`src/rtl/stroke_interp_if.sv`:
```
// ---------------------------------------------------------------------------
// stroke_interp_if
//
// Bundles the two handshakes of the stroke interpolator: the cursor-sample
// input from the mouse packetiser and the pixel output towards the
// coordinate FIFO.
//
// Handshake rule (both channels): a transfer happens on a rising CLK edge
// where valid and ready are both 1. A producer holding valid=1 keeps its
// payload stable and does not drop valid until that transfer. The consumer
// may change ready at any time. A producer never waits for ready before it
// raises valid.
//
// Signals:
//   in_valid   upstream -> interp   cursor sample present
//   in_ready   interp -> upstream   interpolator can take a sample
//   in_x       upstream -> interp   sample x (10 bits)
//   in_y       upstream -> interp   sample y (10 bits)
//   in_color   upstream -> interp   sample color (3 bits)
//   in_pen     upstream -> interp   1 = button held, 0 = pen up
//   out_valid  interp -> FIFO       out_pack holds a pixel
//   out_ready  FIFO -> interp       FIFO can take the pixel (~fifo_full)
//   out_pack   interp -> FIFO       {color[22:20], x[19:10], y[9:0]}
//
// Modports:
//   master  the environment side (upstream producer plus FIFO consumer)
//   slave   the interpolator itself
// ---------------------------------------------------------------------------
interface stroke_interp_if;
  logic        in_valid;
  logic        in_ready;
  logic [9:0]  in_x;
  logic [9:0]  in_y;
  logic [2:0]  in_color;
  logic        in_pen;
  logic        out_valid;
  logic        out_ready;
  logic [22:0] out_pack;

  modport master (
    output in_valid, in_x, in_y, in_color, in_pen, out_ready,
    input  in_ready, out_valid, out_pack
  );

  modport slave (
    input  in_valid, in_x, in_y, in_color, in_pen, out_ready,
    output in_ready, out_valid, out_pack
  );
endinterface

```
`src/rtl/stroke_interp.sv`:
```
// ---------------------------------------------------------------------------
// stroke_interp
//
// Stroke interpolator sitting between the mouse packetiser and the
// coordinate FIFO. Every accepted pen-down cursor sample is joined to the
// previous pen-down sample by a Bresenham line, so fast mouse motion
// produces a continuous stroke of pixels instead of isolated dots.
//
// Parameters:
//   RES_HOR  horizontal resolution; sample x is clamped to RES_HOR-1
//   RES_VER  vertical resolution;   sample y is clamped to RES_VER-1
//
// Ports:
//   CLK        system clock, rising edge
//   RST        asynchronous active-high reset
//   bus        stroke_interp_if.slave (sample input + pixel output)
//   busy       1 whenever the FSM is not in IDLE
//   state_dbg  current FSM state (IDLE=0, SETUP=1, DRAW=2)
//
// Behaviour summary:
//   IDLE   takes one sample. Pen-up forgets the stroke. The first pen-down
//          sample of a stroke becomes a one-pixel segment. A repeat of the
//          previous point is swallowed. Any other point becomes a segment
//          from the previous point; that segment's first pixel is a "skip"
//          pixel, because it was already drawn as the end of the previous
//          segment.
//   SETUP  computes the Bresenham deltas, step directions and initial error.
//   DRAW   presents the current pixel (unless it is the skip pixel). It
//          steps once per transfer and returns to IDLE after the target
//          pixel transfers.
// ---------------------------------------------------------------------------
module stroke_interp #(
  parameter int RES_HOR = 640,
  parameter int RES_VER = 480
) (
  input  logic              CLK,
  input  logic              RST,
  stroke_interp_if.slave    bus,
  output logic              busy,
  output logic [1:0]        state_dbg
);

  typedef enum logic [1:0] {
    IDLE  = 2'd0,
    SETUP = 2'd1,
    DRAW  = 2'd2
  } state_t;

  localparam logic [9:0] X_MAX = 10'(RES_HOR - 1);
  localparam logic [9:0] Y_MAX = 10'(RES_VER - 1);

  // -------------------------------------------------------------------------
  // State
  // -------------------------------------------------------------------------
  state_t             state;
  state_t             state_nxt;

  // End point of the last completed segment of the current stroke.
  logic               have_prev;
  logic [9:0]         prev_x;
  logic [9:0]         prev_y;

  // Segment being drawn.
  logic [9:0]         cur_x;
  logic [9:0]         cur_y;
  logic [9:0]         tgt_x;
  logic [9:0]         tgt_y;
  logic [2:0]         color;
  logic               skip;

  // Bresenham parameters. dx is |delta x|; dy is -|delta y|. sx_pos/sy_pos
  // select +1 (1) or -1 (0) steps.
  logic [10:0]        dx;
  logic signed [11:0] dy;
  logic signed [11:0] err;
  logic               sx_pos;
  logic               sy_pos;

  // -------------------------------------------------------------------------
  // Input side combinational helpers
  // -------------------------------------------------------------------------
  logic [9:0] x_c;
  logic [9:0] y_c;
  logic       accept;
  logic       is_dup;

  always_comb begin
    x_c = (bus.in_x > X_MAX) ? X_MAX : bus.in_x;
    y_c = (bus.in_y > Y_MAX) ? Y_MAX : bus.in_y;
  end

  assign accept = bus.in_valid & bus.in_ready;
  assign is_dup = have_prev && (x_c == prev_x) && (y_c == prev_y);

  // -------------------------------------------------------------------------
  // Segment setup arithmetic (used in SETUP)
  // -------------------------------------------------------------------------
  logic [9:0] adx;
  logic [9:0] ady;

  always_comb begin
    adx = (tgt_x > cur_x) ? (tgt_x - cur_x) : (cur_x - tgt_x);
    ady = (tgt_y > cur_y) ? (tgt_y - cur_y) : (cur_y - tgt_y);
  end

  // -------------------------------------------------------------------------
  // Bresenham step arithmetic (used in DRAW)
  // -------------------------------------------------------------------------
  // e2 = 2*err is one bit wider than err so the doubling cannot overflow.
  // Both axis decisions are taken from the old err, and their err updates
  // are summed, so a diagonal step applies dy and dx in the same cycle.
  logic signed [12:0] e2;
  logic signed [12:0] dx_w;
  logic signed [12:0] dy_w;
  logic signed [11:0] dx_s;
  logic               step_x;
  logic               step_y;
  logic signed [11:0] err_nxt;
  logic [9:0]         cur_x_nxt;
  logic [9:0]         cur_y_nxt;
  logic               at_tgt;

  always_comb begin
    e2        = {err, 1'b0};
    dx_w      = {2'b00, dx};
    dy_w      = {dy[11], dy};
    dx_s      = {1'b0, dx};
    step_x    = (e2 >= dy_w);
    step_y    = (e2 <= dx_w);
    err_nxt   = err + (step_x ? dy : 12'sd0) + (step_y ? dx_s : 12'sd0);
    cur_x_nxt = cur_x;
    cur_y_nxt = cur_y;
    if (step_x) cur_x_nxt = sx_pos ? (cur_x + 10'd1) : (cur_x - 10'd1);
    if (step_y) cur_y_nxt = sy_pos ? (cur_y + 10'd1) : (cur_y - 10'd1);
    at_tgt    = (cur_x == tgt_x) && (cur_y == tgt_y);
  end

  // -------------------------------------------------------------------------
  // FSM: state register
  // -------------------------------------------------------------------------
  always_ff @(posedge CLK or posedge RST) begin
    if (RST) state <= IDLE;
    else     state <= state_nxt;
  end

  // -------------------------------------------------------------------------
  // FSM: next state, handshake outputs and datapath strobes
  // -------------------------------------------------------------------------
  logic in_ready_c;
  logic out_valid_c;
  logic do_drop;
  logic do_new;
  logic do_conn;
  logic do_setup;
  logic do_step;
  logic do_finish;

  always_comb begin
    state_nxt   = state;
    in_ready_c  = 1'b0;
    out_valid_c = 1'b0;
    do_drop     = 1'b0;
    do_new      = 1'b0;
    do_conn     = 1'b0;
    do_setup    = 1'b0;
    do_step     = 1'b0;
    do_finish   = 1'b0;
    case (state)
      IDLE: begin
        in_ready_c = 1'b1;
        if (accept) begin
          if (!bus.in_pen) begin
            do_drop = 1'b1;
          end else if (!have_prev) begin
            do_new    = 1'b1;
            state_nxt = SETUP;
          end else if (!is_dup) begin
            do_conn   = 1'b1;
            state_nxt = SETUP;
          end
          // A duplicate point leaves everything untouched.
        end
      end
      SETUP: begin
        do_setup  = 1'b1;
        state_nxt = DRAW;
      end
      DRAW: begin
        out_valid_c = ~skip;
        // The skip pixel is never offered, so it advances on its own.
        if (skip || bus.out_ready) begin
          if (at_tgt) begin
            do_finish = 1'b1;
            state_nxt = IDLE;
          end else begin
            do_step = 1'b1;
          end
        end
      end
      default: state_nxt = IDLE;
    endcase
  end

  // -------------------------------------------------------------------------
  // Datapath registers
  // -------------------------------------------------------------------------
  always_ff @(posedge CLK or posedge RST) begin
    if (RST) begin
      have_prev <= 1'b0;
      prev_x    <= '0;
      prev_y    <= '0;
      cur_x     <= '0;
      cur_y     <= '0;
      tgt_x     <= '0;
      tgt_y     <= '0;
      color     <= '0;
      skip      <= 1'b0;
      dx        <= '0;
      dy        <= '0;
      err       <= '0;
      sx_pos    <= 1'b0;
      sy_pos    <= 1'b0;
    end else begin
      if (do_drop) begin
        have_prev <= 1'b0;
      end

      if (do_new) begin
        cur_x <= x_c;
        cur_y <= y_c;
        tgt_x <= x_c;
        tgt_y <= y_c;
        color <= bus.in_color;
        skip  <= 1'b0;
      end

      if (do_conn) begin
        cur_x <= prev_x;
        cur_y <= prev_y;
        tgt_x <= x_c;
        tgt_y <= y_c;
        color <= bus.in_color;
        skip  <= 1'b1;
      end

      if (do_setup) begin
        dx     <= {1'b0, adx};
        dy     <= 12'sd0 - $signed({2'b00, ady});
        err    <= $signed({2'b00, adx}) - $signed({2'b00, ady});
        sx_pos <= (tgt_x > cur_x);
        sy_pos <= (tgt_y > cur_y);
      end

      if (do_step) begin
        err   <= err_nxt;
        cur_x <= cur_x_nxt;
        cur_y <= cur_y_nxt;
        skip  <= 1'b0;
      end

      // The segment end becomes the start of the next connected segment.
      if (do_finish) begin
        prev_x    <= tgt_x;
        prev_y    <= tgt_y;
        have_prev <= 1'b1;
      end
    end
  end

  // -------------------------------------------------------------------------
  // Outputs
  // -------------------------------------------------------------------------
  assign bus.in_ready  = in_ready_c;
  assign bus.out_valid = out_valid_c;
  // out_pack reads as zero whenever no pixel is offered.
  assign bus.out_pack  = out_valid_c ? {color, cur_x, cur_y} : 23'd0;
  assign busy          = (state != IDLE);
  assign state_dbg     = state;

endmodule
```
`src/flat_wrapper.sv`:
```
// flat-port wrapper written by rule: the top's interface ports become plain ports
module stroke_interp_flat 
#(
  parameter int RES_HOR = 640,
  parameter int RES_VER = 480
)
  (CLK, RST, busy, state_dbg, bus_in_valid, bus_in_x, bus_in_y, bus_in_color, bus_in_pen, bus_out_ready, bus_in_ready, bus_out_valid, bus_out_pack);
  stroke_interp_if bus_i ();
  input  logic CLK;
  input  logic RST;
  output logic busy;
  output logic [1:0] state_dbg;
  input wire logic [$bits(bus_i.in_valid)-1:0] bus_in_valid;
  input wire logic [$bits(bus_i.in_x)-1:0] bus_in_x;
  input wire logic [$bits(bus_i.in_y)-1:0] bus_in_y;
  input wire logic [$bits(bus_i.in_color)-1:0] bus_in_color;
  input wire logic [$bits(bus_i.in_pen)-1:0] bus_in_pen;
  input wire logic [$bits(bus_i.out_ready)-1:0] bus_out_ready;
  output wire logic [$bits(bus_i.in_ready)-1:0] bus_in_ready;
  output wire logic [$bits(bus_i.out_valid)-1:0] bus_out_valid;
  output wire logic [$bits(bus_i.out_pack)-1:0] bus_out_pack;
  assign bus_i.in_valid = bus_in_valid;
  assign bus_i.in_x = bus_in_x;
  assign bus_i.in_y = bus_in_y;
  assign bus_i.in_color = bus_in_color;
  assign bus_i.in_pen = bus_in_pen;
  assign bus_i.out_ready = bus_out_ready;
  assign bus_in_ready = bus_i.in_ready;
  assign bus_out_valid = bus_i.out_valid;
  assign bus_out_pack = bus_i.out_pack;
  stroke_interp #(.RES_HOR(RES_HOR), .RES_VER(RES_VER)) u_core (.CLK(CLK), .RST(RST), .bus(bus_i), .busy(busy), .state_dbg(state_dbg));
endmodule
```
`config.mk`:
```
export PLATFORM = sky130hd
export DESIGN_NAME = stroke_interp_flat
export DESIGN_NICKNAME = d
export VERILOG_FILES = /design/src/rtl/stroke_interp_if.sv /design/src/rtl/stroke_interp.sv /design/src/flat_wrapper.sv
export SDC_FILE = /design/constraint.sdc
export NUM_CORES = 1
export LEC_CHECK = 0
export ABC_AREA = 1
export BUFFER_PORTS_ARGS = -buffer_cell sky130_fd_sc_hd__clkbuf_2
export CAP_MARGIN = 25
export CORE_MARGIN = 3
export CORE_UTILIZATION = 65
export CTS_BUF_LIST = sky130_fd_sc_hd__clkbuf_8
export CTS_CLUSTER_SIZE = 24
export DETAILED_ROUTE_END_ITERATION = 7
export MAX_ROUTING_LAYER = met4
export PLACE_DENSITY_LB_ADDON = 0.15
export SETUP_SLACK_MARGIN = 0.3
export SYNTH_ARGS = -nofsm -noshare
export SYNTH_HDL_FRONTEND = slang
export SYNTH_SLANG_ARGS = --single-unit
```
`constraint.sdc`:
```
create_clock -name CLK -period 6.1 [get_ports CLK]
set_input_delay 0.305 -clock CLK [delete_from_list [all_inputs] [get_ports CLK]]
set_output_delay 0.305 -clock CLK [all_outputs]
set_load 0.03 [all_outputs]
```
==> out/metrics.cfg <==
[timing]
hold_ws_ps=135
maxSlewViolCount=0
hold_violations=0
fin_ws_ps=1650
max-slew-margin-rel=0.441
setup_violations=0
setup_tns_ps=0
worst_pin_slew_ps=839
finalCriticalPeriod_ps=4450
max_freq_mhz=225
grt_setup_unrepaired=no
skew_ps=15.0
post-route-period-util=0.729

[detailed_routing]
drt-total-wl_mm=28.1
vias=9719
route.detailed.drc=0
vias_per_cell=5.71
antenna_left=0
first_pass_iters=6
initialDrtViolationCount=787
wire_per_inst_um=16.5

[clock_network]
cts_tree=yes
path_clk_slew_ps=100
h-tree-depth=3
cts_buffers=9
clockBufferDepth=2
clock-root-buffer=clkbuf_8
post_cts_buffers=0
worstSkewPairLatency_ps=390
cts_sinks=102

[finish]
final_nets=1657
area_delta_synth_final_pct=5.63
mostFrequentLayoutCells=nand2_1, inv_1, nor2_1
seq_area_sq_um=2550
drive_gt1_frac=0.0744
finalNonFillerCells=1702
multi_input_area_sq_um=6230
layout_commonest_cell=nand2_1
fillCellCount=1342
diodes=0

[yosys]
synth.avg_cell_area_sq_um=6.70
synthXorXnorAreaFrac=0.0380
synth_top_family_by_area=simple AND/OR/NAND/NOR gates
ys_seq_area_frac=0.257
synth-async-reset-ratio=1.00
synth_edf_count=0
yosysWarnings=0
ys_ff_latch=102
synthAdderAreaFrac=0.159
synth_compound_area_frac=0.134
synth_cell_types=48
synthSimpleGateAreaFrac=0.296
synthMuxAreaShare=0.00101
syn_inst=1480
syn_nets=1623
ys.flop_type=dfrtp_1
syn_area_sq_um=9920

[placement]
io_buffers=55
place_hpwl_mm=22.2
place_ws_ps=1750
routabilityCongestion=0.973
placed_cells=1686

[global_route]
antenna_found_initial=0
grt_overflow_total=0
use_met2=0.547
gr-usage-met3=0.0569
met1_usage=0.463
grt_pass1_vias=9196
track_usage=0.353
grt_max_degree=65
grt_busiest_layer=met2
grt_pass1_wl_mm=45.3

[worst_hold_path]
hp-class=input port to register

[status]
status=finished clean

[die]
dieArea_sq_um=16800
ioPinCount=56
core_area_sq_um=14800
die_w_um=130
start_util=0.672
placementRows=44
die_height_um=130

[critical_path]
crit_required_ps=6410
crit_arrival_ps=4760
worstPathMaxFanout=14
startpoint_type=register
endpoint_kind=register
criticalPathCategory=register to register

[flow_run]
maxCapViolations=0

## what timing repair did
item,4_1_cts,5_1_grt
gates resized for setup,0,0
hold buffers,1,0
hold endpoints to repair,38,0
## state kept, by name, summed over array words and instances, names as in the netlist
name / flops
u_core.color: 3
u_core.cur_x: 10
u_core.cur_y: 10
u_core.dx: 10
u_core.dy: 11
u_core.err: 12
u_core.have_prev: 1
u_core.prev_x: 10
u_core.prev_y: 10
u_core.skip: 1
u_core.state_dbg: 2
u_core.sx_pos: 1
u_core.sy_pos: 1
u_core.tgt_x: 10
u_core.tgt_y: 10
## critical path: stages, from the launching register on
cell     delay (ps)
dfrtp_1         470
ha_1            210
inv_1            80
fa_1            380
nand2_1         100
nand2_1          60
a21oi_1         240
nor2_1           70
nor3_1          230
o21ai_0         120
nand2_1         330
inv_2           130
o21ai_0         110
nand2_1         140
inv_1            80
ha_1            290
a21oi_1         220
nand2_1          90
nand2_1          90
nand2_1          60
a21oi_1         160
or2_2           140
nand2_1          50
nand2_1          80
nand2_1          50
nand2_1          50
nand3_1         160
a31oi_1         190
## path summary, 6_finish.rpt
path	start	to	slack, ps	cells past startpoint
setup reg to reg	u_core.cur_x[0]	u_core.err[7]	1650	27
setup / recovery	u_core.cur_x[0]	u_core.err[7]	1650	27
min in group asynchronous	RST	u_core.state_dbg[1]	510	3
hold reg to reg	u_core.prev_y[7]	u_core.prev_y[7]	520	2
hold / removal	bus_in_color[0]	u_core.color[0]	130	3
max in group asynchronous	RST	u_core.tgt_x[3]	4360	4
## Yosys cell counts, drive strengths merged, types with 7 or more instances
| cell type | instances | area (sq um) |
|---|---|---|
| o211ai | 7 | 52.6 |
| clkbuf | 20 | 78.8 |
| nor2 | 135 | 532 |
| nand4 | 34 | 213 |
| ha | 97 | 1210 |
| nand3 | 89 | 470 |
| buf | 19 | 136 |
| a31oi | 7 | 43.8 |
| a21oi | 98 | 494 |
| xor2 | 37 | 324 |
| nand2 | 410 | 1570 |
| dfrtp | 102 | 2550 |
| o21ai | 100 | 508 |
| fa | 18 | 360 |
| nor3 | 11 | 60.1 |
| inv | 246 | 923 |
## routing by layer
metal | part of all wire | vias to the layer above
li1 | - | 4812
met1 | 0.44 | 4454
met2 | 0.45 | 386
met3 | 0.066 | 67
met4 | 0.039 | 0
met5 | 0 | -
## through the flow
| stage | utilization | area, sq um |
|---|---|---|
| after detailed placement | 0.695 | 10300 |
| after global routing | 0.710 | 10500 |
| after floorplan | - | 9920 |
| after CTS | 0.710 | 10500 |
| final | 0.710 | 10500 |
| after global placement | 0.695 | 10300 |
## layout make-up
| type | count | area share |
|---|---|---|
| Tap cell | 184 | 0.0220 |
| Inverter | 246 | 0.0884 |
| Clock buffer | 9 | 0.0118 |
| Clock inverter | 6 | 0.00824 |
| Multi-Input combinational cell | 1093 | 0.594 |
| Timing Repair Buffer | 62 | 0.0315 |
| Sequential cell | 102 | 0.244 |
## logic make-up after synthesis
logic type               count (synthesis)
AO/OA/AOI/OAI                          241
XOR/XNOR                                43
adder cells (fa/ha/maj)                115
buffers and inverters                  285
flip-flops                             102
multiplexers                             1
AND/OR/NAND/NOR                        693
Power is not shown: default switching activity piles up to over one toggle a cycle in this logic, so the estimate is an artifact.
